$ cat src/rtl/rv_pkg.sv
// Shared definitions for the RV32M iterative divider: operand width,
// divide op encoding (funct3[1:0]) and the divider FSM state type.
package rv_pkg;

   localparam int XLEN = 32;

   typedef enum logic [1:0] {
      DIV  = 2'b00,
      DIVU = 2'b01,
      REM  = 2'b10,
      REMU = 2'b11
   } div_op_t;

   typedef enum logic [1:0] {
      IDLE = 2'b00,
      CALC = 2'b01,
      DONE = 2'b10
   } div_state_t;

endpackage

$ cat src/rtl/div_step.sv
// One radix-2 restoring-division iteration: shift {rem, quo} left by one,
// trial-subtract the divisor and keep the difference when it is non-negative.
module div_step #(
   parameter int W = 32
) (
   input  logic [W-1:0] rem,
   input  logic [W-1:0] quo,
   input  logic [W-1:0] divisor,
   output logic [W-1:0] rem_next,
   output logic [W-1:0] quo_next
);

   // One extra bit so the borrow of the trial subtraction is visible.
   logic [W:0] shifted;
   logic [W:0] diff;

   always_comb begin
      shifted  = {rem, quo[W-1]};
      diff     = shifted - {1'b0, divisor};
      quo_next = {quo[W-2:0], ~diff[W]};
      rem_next = diff[W] ? shifted[W-1:0] : diff[W-1:0];
   end

endmodule

$ cat src/rtl/div_iter.sv
// Multi-cycle RV32M divider (DIV/DIVU/REM/REMU) answering the EX-stage divide
// request; special cases finish in one cycle, others take XLEN iterations.
module div_iter
   import rv_pkg::*;
#(
   parameter int XLEN = rv_pkg::XLEN
) (
   input  logic            clk,
   input  logic            rst_n,
   input  logic            req_valid,
   output logic            req_ready,
   input  logic [1:0]      op,
   input  logic [XLEN-1:0] src1,
   input  logic [XLEN-1:0] src2,
   input  logic            flush,
   output logic            resp_valid,
   input  logic            resp_ready,
   output logic [XLEN-1:0] result,
   output logic            busy
);

   localparam int CW = $clog2(XLEN);
   localparam logic [XLEN-1:0] MIN_NEG = {1'b1, {(XLEN-1){1'b0}}};

   div_state_t      state;
   logic [CW-1:0]   count;
   logic [XLEN-1:0] rem_q;
   logic [XLEN-1:0] quo_q;
   logic [XLEN-1:0] dvsr_q;
   logic            sel_rem;
   logic            neg_q;
   logic            neg_r;

   div_op_t         op_e;
   logic            is_signed_op;
   logic            a_neg;
   logic            b_neg;
   logic            div_zero;
   logic            ovf;
   logic [XLEN-1:0] a_mag;
   logic [XLEN-1:0] b_mag;
   logic [XLEN-1:0] spec_res;
   logic [XLEN-1:0] rem_nx;
   logic [XLEN-1:0] quo_nx;
   logic [XLEN-1:0] q_fix;
   logic [XLEN-1:0] r_fix;

   div_step #(.W(XLEN)) u_step (
      .rem      (rem_q),
      .quo      (quo_q),
      .divisor  (dvsr_q),
      .rem_next (rem_nx),
      .quo_next (quo_nx)
   );

   // NOTE: every signal is assigned on every path through always_comb; a
   // missing assignment on some branch would infer a latch.
   always_comb begin
      op_e         = div_op_t'(op);
      is_signed_op = (op_e == DIV) || (op_e == REM);
      a_neg        = is_signed_op && src1[XLEN-1];
      b_neg        = is_signed_op && src2[XLEN-1];
      a_mag        = a_neg ? -src1 : src1;
      b_mag        = b_neg ? -src2 : src2;
      div_zero     = (src2 == '0);
      ovf          = is_signed_op && (src1 == MIN_NEG) && (src2 == '1);
      // Divide-by-zero and signed overflow are answered directly at accept.
      if (op[1])
         spec_res = div_zero ? src1 : '0;
      else
         spec_res = div_zero ? '1 : MIN_NEG;
      q_fix = neg_q ? -quo_nx : quo_nx;
      r_fix = neg_r ? -rem_nx : rem_nx;
   end

   // NOTE: sequential state uses non-blocking assignments only, so every
   // register here sees the pre-edge values of the others.
   always_ff @(posedge clk) begin
      if (!rst_n) begin
         state      <= IDLE;
         count      <= '0;
         rem_q      <= '0;
         quo_q      <= '0;
         dvsr_q     <= '0;
         sel_rem    <= 1'b0;
         neg_q      <= 1'b0;
         neg_r      <= 1'b0;
         req_ready  <= 1'b1;
         resp_valid <= 1'b0;
         result     <= '0;
         busy       <= 1'b0;
      end else if (flush) begin
         state      <= IDLE;
         count      <= '0;
         req_ready  <= 1'b1;
         resp_valid <= 1'b0;
         result     <= '0;
         busy       <= 1'b0;
      end else begin
         case (state)
            IDLE: begin
               if (req_valid) begin
                  sel_rem   <= op[1];
                  neg_q     <= a_neg ^ b_neg;
                  neg_r     <= a_neg;
                  req_ready <= 1'b0;
                  busy      <= 1'b1;
                  if (div_zero || ovf) begin
                     state      <= DONE;
                     resp_valid <= 1'b1;
                     result     <= spec_res;
                  end else begin
                     state  <= CALC;
                     count  <= CW'(XLEN - 1);
                     rem_q  <= '0;
                     quo_q  <= a_mag;
                     dvsr_q <= b_mag;
                  end
               end
            end
            CALC: begin
               rem_q <= rem_nx;
               quo_q <= quo_nx;
               count <= count - CW'(1);
               if (count == '0) begin
                  state      <= DONE;
                  resp_valid <= 1'b1;
                  result     <= sel_rem ? r_fix : q_fix;
               end
            end
            DONE: begin
               if (resp_ready) begin
                  state      <= IDLE;
                  req_ready  <= 1'b1;
                  resp_valid <= 1'b0;
                  result     <= '0;
                  busy       <= 1'b0;
               end
            end
            default: begin
               state      <= IDLE;
               req_ready  <= 1'b1;
               resp_valid <= 1'b0;
               result     <= '0;
               busy       <= 1'b0;
            end
         endcase
      end
   end

endmodule
$ cat config.mk
export PLATFORM = sky130hd
export DESIGN_NAME = div_iter
export DESIGN_NICKNAME = d
export VERILOG_FILES = /design/src/rtl/rv_pkg.sv /design/src/rtl/div_step.sv /design/src/rtl/div_iter.sv
export SDC_FILE = /design/constraint.sdc
export NUM_CORES = 1
export LEC_CHECK = 0
export ABC_AREA = 1
export CAP_MARGIN = 20
export CORE_ASPECT_RATIO = 1.2
export CORE_MARGIN = 5
export CORE_UTILIZATION = 66
export DETAILED_ROUTE_END_ITERATION = 8
export DONT_BUFFER_PORTS = 1
export GPL_ROUTABILITY_DRIVEN = 1
export MAX_ROUTING_LAYER = met4
export PLACE_DENSITY_LB_ADDON = 0.1
export SYNTH_ARGS = -nofsm -noshare
export SYNTH_HDL_FRONTEND = slang
export SYNTH_SLANG_ARGS = --single-unit
$ cat constraint.sdc
create_clock -name clk -period 7.8 [get_ports clk]
set_clock_uncertainty 0.2 [all_clocks]
set_input_delay 1.56 -clock clk [delete_from_list [all_inputs] [get_ports clk]]
set_output_delay 1.56 -clock clk [all_outputs]
set_load 0.05 [all_outputs]
======== Word level (Yosys, flattened, before mapping) ========
Index checks and enable logic that the tools add are counted.
cells by class
  $add $sub $neg .......................... 6
  equality and inequality tests ........... 10
  mux-type cells .......................... 38
  bitwise operators ....................... 6
  reductions and logical operators ........ 19
operators with widths
  operator                                              number
  two-way mux 32 bit                                    16
  negator 32 bit                                        4
  case mux 32 bit (2 select lines)                      2
  case mux 32 bit (3 select lines)                      1
  equality test 32 bit (second input constant)          2
  subtractor 33 x 32 -> 33 bit                          1
  logical NOT 32 bit                                    1
  two-way mux 31 bit                                    1
  AND reduction 3 bit                                   4
  AND reduction 4 bit                                   3
  two-way mux 5 bit                                     2
  != test 2 bit (second input constant)                 5
  case mux 5 bit (2 select lines)                       1
  case mux 1 bit (3 select lines)                       3
  two-way mux 2 bit                                     4
  two-way mux 1 bit                                     7
  case mux 2 bit (3 select lines)                       1
  logical NOT 5 bit                                     1
  NOT 1 bit                                             5
  subtractor 5 x 1 -> 5 bit (second input constant)     1
  equality test 2 bit (second input constant)           2
  logical AND 1 bit                                     4
  logical NOT 2 bit                                     2
  equality test 2 x 1 -> 1 bit (second input constant)  1
  other kinds (4)                                       5
word-level totals
  flip-flop bits (word level) ............. 141
  output and inout bits ................... 35

======== Depth between registers and ports, before layout ========
  word-level depth ........................ 8
  depth in mapped cells ................... 31
  depth with buffers taken out ............ 29

======== Hierarchy ========
Synthesis repeated with hierarchy kept, for this count alone.
second synthesis, totals
  cells, all modules ...................... 2547
  area total of the unflattened synthesis .. 13945.9 µm²
by module, submodules not included
  module    instances  cells an instance  area an instance (µm²)  seq. area each (µm²)
  div_iter  1          1836               10562.6                 2822.7
  div_step  1          711                3383.2                  0.0

======== Worst setup path before layout ========
Ideal clock, no wire load.
  kind .................................... register to register
  from .................................... register quo_q[31]
  to ...................................... register result[30]
  library setup time ...................... 0.120 ns
  arrival time ............................ 4.191 ns
  required time ........................... 7.480 ns
  path slack .............................. 3.289 ns
  stages on the path, launching flop included .. 32
  cell sequence ........................... dfxtp_1 inv_1 ha_1 fa_1 inv_1 nand2_1 nand2_1 nand3_1 nand2_1 nand2_1 nand2_2 nand2_4 nand2_8 nand2_4 nand2_4 buf_6 buf_2 ha_1 nand3_1 nor3_2 nand4_1 nor2_1 nand3_1 o21ai_0 o21ai_1 nor2_1 o21ai_1 xor2_1 nor2_1 nor2_1 nand2_1 a21oi_1
on the way
  cells in the longest elaborated chain, start to end .. 7
RTL lines
  element                                          RTL line                        text
  start, declared                                  div_iter.sv:28                  logic [XLEN-1:0] quo_q;
  start signal, assigned                           div_iter.sv:116                 quo_q <= a_mag;
  start signal, assigned                           div_iter.sv:123                 quo_q <= quo_nx;
  subtractor 33 x 32 -> 33 bit                     div_step.sv:19                  diff = shifted - {1'b0, divisor};
  two-way mux 32 bit or NOT 1 bit (tied branches)  div_step.sv:21, div_step.sv:20
  negator 32 bit, on equally long branches         div_iter.sv:73, div_iter.sv:72
  two-way mux 32 bit, on equally long branches     div_iter.sv:73, div_iter.sv:72
  two-way mux 32 bit (*)                           div_iter.sv:128                 result <= sel_rem ? r_fix : q_fix;
  two-way mux 32 bit (*)                           div_iter.sv:125                 if (count == '0) begin
  case mux 32 bit (3 select lines) (*)             div_iter.sv:100                 case (state)
  end signal, assigned                             div_iter.sv:111                 result <= spec_res;
  end signal, assigned                             div_iter.sv:128
  end, declared                                    div_iter.sv:18                  output logic [XLEN-1:0] result,
Every way passes the cells marked *; elsewhere a longest branch is shown, timed or not. The select of a mux whose other input is x is not followed.
A chain may end at the register's enable or synchronous reset.

======== Worst setup path in the final report ========
  from .................................... input src1[1]
  to ...................................... register result[5]
on the way
  cells in the longest elaborated chain, start to end .. 6
RTL lines
  element                          RTL line         text
  start, declared                  div_iter.sv:13   input logic [XLEN-1:0] src1,
  equality test 32 bit             div_iter.sv:66   ovf = is_signed_op && (src1 == MIN_NEG) && (src2 == '1);
  logical AND 1 bit (2 in series)  div_iter.sv:66
  logical OR 1 bit                 div_iter.sv:108  if (div_zero || ovf) begin
  != test 2 bit (no line)          n/a
  AND reduction 4 bit (no line)    n/a
No other way between the ends.

==> summary.txt <==
Clock slew at reported path FFs = 0.07 ns
Synthesized area per cell = 5.60 µm²
WP data required = 7.99 ns
Number of flops mapped to enable cells by yosys = 0
Synth area leader = dfxtp_1
Unrepaired setup endpoints after global routing = false
Number of nets in the layout = 2405
R2R Path Start = quo_q[31]
Total Routing Usage GR = 0.395
Crit path max-delay family = simple AND/OR/NAND/NOR gates
Number of buffers and inverters on the critical path = 7
CP peak stage delay = 0.62 ns
CTS tree = built
Final cell count without fillers = 2568
Dpl cells = 2533
First-pass GRT wire length = 70.9 mm
Num ports = 106
Die H = 165 µm
Via count = 15100
Pwr Density = 163 nW/µm²
Standard-cell rows = 56
Max_cap viols = 0
DRT iter0 DRCs = 1729
Beginning of the critical path = src1[1]
Max FO, Critical Path = 22
Final setup vio count = 0
Worst hold start = rem_q[29]
ANT nets after route = 0
Status = finished clean
Startpoint types = input pin
Syn nets = 2454
Hold-fix buffers, CTS = 0
Postcts setup bufs = 0
Nature of the critical path endpoint = flip-flop
# resized after CTS = 0
Fmax = 179 MHz
Die area = 22800 µm²
Cts bufs inserted = 17
Yosys top cell area share = 0.215
Clk_lat worst skew = 0.44 ns
Worst min path class = reg2reg
Ys flop type = dfxtp_1
DP Wirelength = 36.0 mm
Sequential share of the synthesized area = 0.215
GPL Wtd Cong = 1.04
Root buffer cell = clkbuf_16
Worst-margin pin slew = 1.04 ns
Maximum number of pins on one net before global-route repair = 73
Layout cell share with drive strength beyond 1 = 0.0550
CTS Buffer Depth = 2
Final hold vios = 0
Max rail drop VDD = 0.168 mV
Period utilization = 0.715
Setup TNS = 0 ns
Static leakage = 0.00696 µW
Clk sinks = 141
Critical path class = in2reg
Top cells by area, synth = dfxtp_1, nand2_1, inv_1, a21oi_1, nand3_1
Initial Util = 0.672
Total grt overflow = 0
Wire per inst = 17.6 µm
Initial antenna violation count = 0
Yosys reg bits = 141
Critical path's slowest cell = inv_1
Yosys warnings = 0
Port bufs = 0
Yosys cell types = 49
DRC viols = 0
Arrival @ worst endpoint = 5.77 ns
Cells after Synth = 2343
Max-slew violation count = 0
Core box area = 19500 µm²
Detailed Route WL = 45.2 mm
Drt first pass iters = 6
CP cell instances = inv_1 > ha_1 > inv_1 > nor3_1 > nand3_1 > nor3_1 > inv_1 > nor4_1 > nand3_1 > nand2_1 > nor2_1 > inv_1 > nand2_1 > inv_1 > nand2_1 > inv_1 > nand2_1 > clkinv_1 > nand2_1 > nand2_1
Tmin final = 5.58 ns
Asr flop ratio synth = 0
Number of diodes = 0
Netlist Area Pre-Place = 13100 µm²
Via/cell ratio = 5.90
Slew headroom = 0.307
H-tree levels = 4
Number of global-route vias before repair = 14000
Width of the die = 139 µm
Area growth, synth to finish = 4.94%
-- placed cells by master (no fill, tap or decap), types with 6 or more instances in the layout --
master | netlist | routed
nor4_1 | 8 | 8
buf_4 | 3 | 13
xor2_1 | 38 | 38
xnor2_1 | 13 | 13
nand3b_1 | 14 | 14
nor3_1 | 27 | 26
nand4_1 | 25 | 25
nand3_1 | 173 | 173
o21ai_1 | 11 | 11
a21oi_1 | 181 | 181
inv_2 | 8 | 8
nand2_2 | 34 | 34
a31oi_1 | 24 | 24
clkbuf_16 | 0 | 17
ha_1 | 39 | 39
o211ai_1 | 10 | 10
nor2_2 | 13 | 15
nor2_1 | 220 | 217
nand2_1 | 723 | 723
o21ai_0 | 151 | 151
o22ai_1 | 10 | 10
inv_1 | 347 | 347
dfxtp_1 | 141 | 141
inv_6 | 0 | 6
-- layer usage --
metal | share of wire | GRT usage | wire [µm]
met5 | 0 | - | 0
met3 | 0.086 | 0.0669 | 3870
met2 | 0.47 | 0.662 | 21400
met4 | 0.081 | 0.283 | 3650
met1 | 0.36 | 0.426 | 16300
-- area by class of cell --
| cell class | instances | area, µm² |
|---|---|---|
| sequential | 141 | 2820 |
| fill | 1751 | 5770 |
| clock inverter | 15 | 153 |
| timing repair buffer | 14 | 118 |
| tap | 261 | 327 |
| clock buffer | 17 | 425 |
| multi-input combinational | 1761 | 8590 |
| inverter | 359 | 1350 |
-- sequential cells by signal (all words and copies together) (netlist names) --
name	count
dvsr_q	32
rem_q	32
quo_q	32
busy	1
neg_q	1
sel_rem	1
count	5
result	32
neg_r	1
resp_valid	1
req_ready	1
state	2
-- stage by stage --
step	total power [µW]	util	worst slack [ns]	area, µm²	hold slack (ns)
3_3_place_gp	1410	0.674	1.96	13200	0.272
6_report	2250	0.705	2.22	13800	0.303
2_1_floorplan	1260	-	3.29	13100	0.230
4_1_cts	2230	0.703	2.32	13700	0.298
3_5_place_dp	1420	0.674	1.90	13200	0.286
5_1_grt	2340	0.705	1.84	13800	0.313
-- worst register-to-register path: cells and delay by family, from the launching register on --
kind	cells	cell delay [ns]
compound gates	4	0.71
xor+xnor	1	0.16
fa+ha+maj	3	0.93
buf+inv	2	0.21
flops	1	0.40
simple gates	19	2.77
-- synth_stat cells (4+ instances only) --
master and count:
clkbuf_1 55, o21ai_0 151, xor2_1 38, ha_1 39, nor2_1 220, buf_2 13, nand2_2 34, nand3b_1 14
nand3_1 173, o21ai_1 11, nand2_1 723, nor2_2 13, a21oi_1 181, o22ai_1 10, inv_1 347, dfxtp_1 141
and2_1 5, o211ai_1 10, inv_2 8, nor4_1 8, nor3_1 27, nand4_1 25, xnor2_1 13, clkinv_1 4
a31oi_1 24, buf_1 5, a221oi_1 4, o31ai_1 5
-- path summary, 6_finish.rpt --
kind | to | depth (start not counted) | slack (ns)
setup reg to reg | result[30] | 29 | 2.30
hold / removal | rem_q[29] | 2 | 0.30
setup / recovery | result[5] | 20 | 2.22
hold reg to reg | rem_q[29] | 2 | 0.30
-- power by group --
| group | internal [µW] | leakage (µW) | switching [µW] |
|---|---|---|---|
| logic | 191 | 0.00553 | 447 |
| registers | 753 | 0.00115 | 37.3 |
| clock network | 449 | 0.000280 | 369 |
| total | 1390 | 0.00696 | 854 |
-- cell families after synthesis --
family | after synthesis | synth area share
AOI/OAI and AO/OA | 411 | 0.169
adders and majority gates | 40 | 0.0387
buffers and inverters | 441 | 0.132
xor gates and xnor gates | 51 | 0.0340
DFF | 141 | 0.215
and+or+nand+nor | 1259 | 0.411
(Power assumes the default switching activity.)
==> variant: new RTL, same flow settings <==
Set the package constant `XLEN` to 16 (it was 32).
--- a/src/rtl/rv_pkg.sv
+++ b/src/rtl/rv_pkg.sv
@@ -2,7 +2,7 @@
 // divide op encoding (funct3[1:0]) and the divider FSM state type.
 package rv_pkg;
 
-   localparam int XLEN = 32;
+   localparam int XLEN = 16;
 
    typedef enum logic [1:0] {
       DIV  = 2'b00,
Interface: changed (resized result, src1 and src2); port bits go from 106 to 58. The function was not compared with the original's and may differ.
==> variant against the unedited design <==
Setup slack improved by 1200 ps. Synthesized area down 51%. Routed wire length down 58%. Cell area down 51%. Power decreased by 35%. Sequential cell count fell by 65. Critical endpoint is now result[14]. Critical path depth rose by 6.
==> variant: results (changes against the unedited design) <==
Tcrit/Tclk final=56.4% (-15 points); R2R Setup Slk=3400 ps (+1100 ps); startpoint class of the critical path=flop; Hold Path End=dvsr_q[15]; Clock Latency Late Sink=340 ps (-100 ps); Hold Path Origin=dvsr_q[15]; max incr delay on CP=410 ps (-210 ps); RePlAce Congestion=0.960 (-7.9%); drt via density=5.83 (-1.1%); Unique masters post-synth=44 (-10%); CP max stage cell=fa_1; Global Route met2 Usage=54.7% (-11 points); Syn Inst Count=1,092 (-53%); die area=0.0118 sq mm (-49%); first-pass GRT wire length=31,100 um (-56%); register area share after synthesis=23.8% (+2.3 points); met3 wire length=1620 um (-58%); Met1 Wirelength=7290 um (-55%); initial DRC count=643 (-63%); gr usage total=33.5% (-5.9 points); vias in the first global route=6,328 (-55%); CTS Buf Count=9 (-8); maximum VDD drop=194 uV (+15%); synth top area cells=dfxtp_1 (24%), nand2_1 (18%), inv_1 (8.6%); DR vias=6,986 (-54%); XOR/XNOR Fraction of Synth Area=2.47% (-0.93 points); hold slack final=265 ps (-37.8 ps); Synth top cells by count=nand2_1 (312), inv_1 (147), nor2_1 (105); reg2reg path depth=26 (-10%); pre-CTS WS=3300 ps (+1400 ps); LEAKAGE=3.20 nW (-54%); Post-DP HPWL=14,500 um (-60%); Synth Area in Compound Gates=17.6% (+0.66 points); # H-tree levels=3 (-1); Std-Cell Rows=39 (-30%); Sequential Power Share=29.8% (-5.4 points); synthesis-to-finish area growth=5.44%; grt met1 use=39.5% (-3.0 points); Net Sw Power=0.000568 W (-33%); status=complete, no violations
## variant: cell count changes in the layout (fill, tap and decap cells not counted), moves of 12 or more
cell / change
nor2_1: -112
nand2_1: -411
dfxtp_1: -65
a31oi_1: -12
xor2_1: -27
inv_1: -200
a21oi_1: -95
nand2_2: -20
ha_1: -17
o21ai_0: -85
nand3_1: -80
nand4_1: -13
## variant: cell families after synthesis
family | count (synthesis)
AOI/OAI and AO/OA | 202
xor gates and xnor gates | 18
adders and majority gates | 23
buffers and inverters | 188
DFF | 76
and+or+nand+nor | 585
## variant: layout make-up
| cell class | instances | area, sq um | area share, % |
|---|---|---|---|
| Sequential cell | 76 | 1520 | 22.6 |
| Multi-Input combinational cell | 828 | 4110 | 61.0 |
| Inverter | 151 | 567 | 8.41 |
| Clock inverter | 6 | 113 | 1.67 |
| Timing Repair Buffer | 5 | 45.0 | 0.669 |
| Clock buffer | 9 | 225 | 3.34 |
| Tap cell | 123 | 154 | 2.28 |
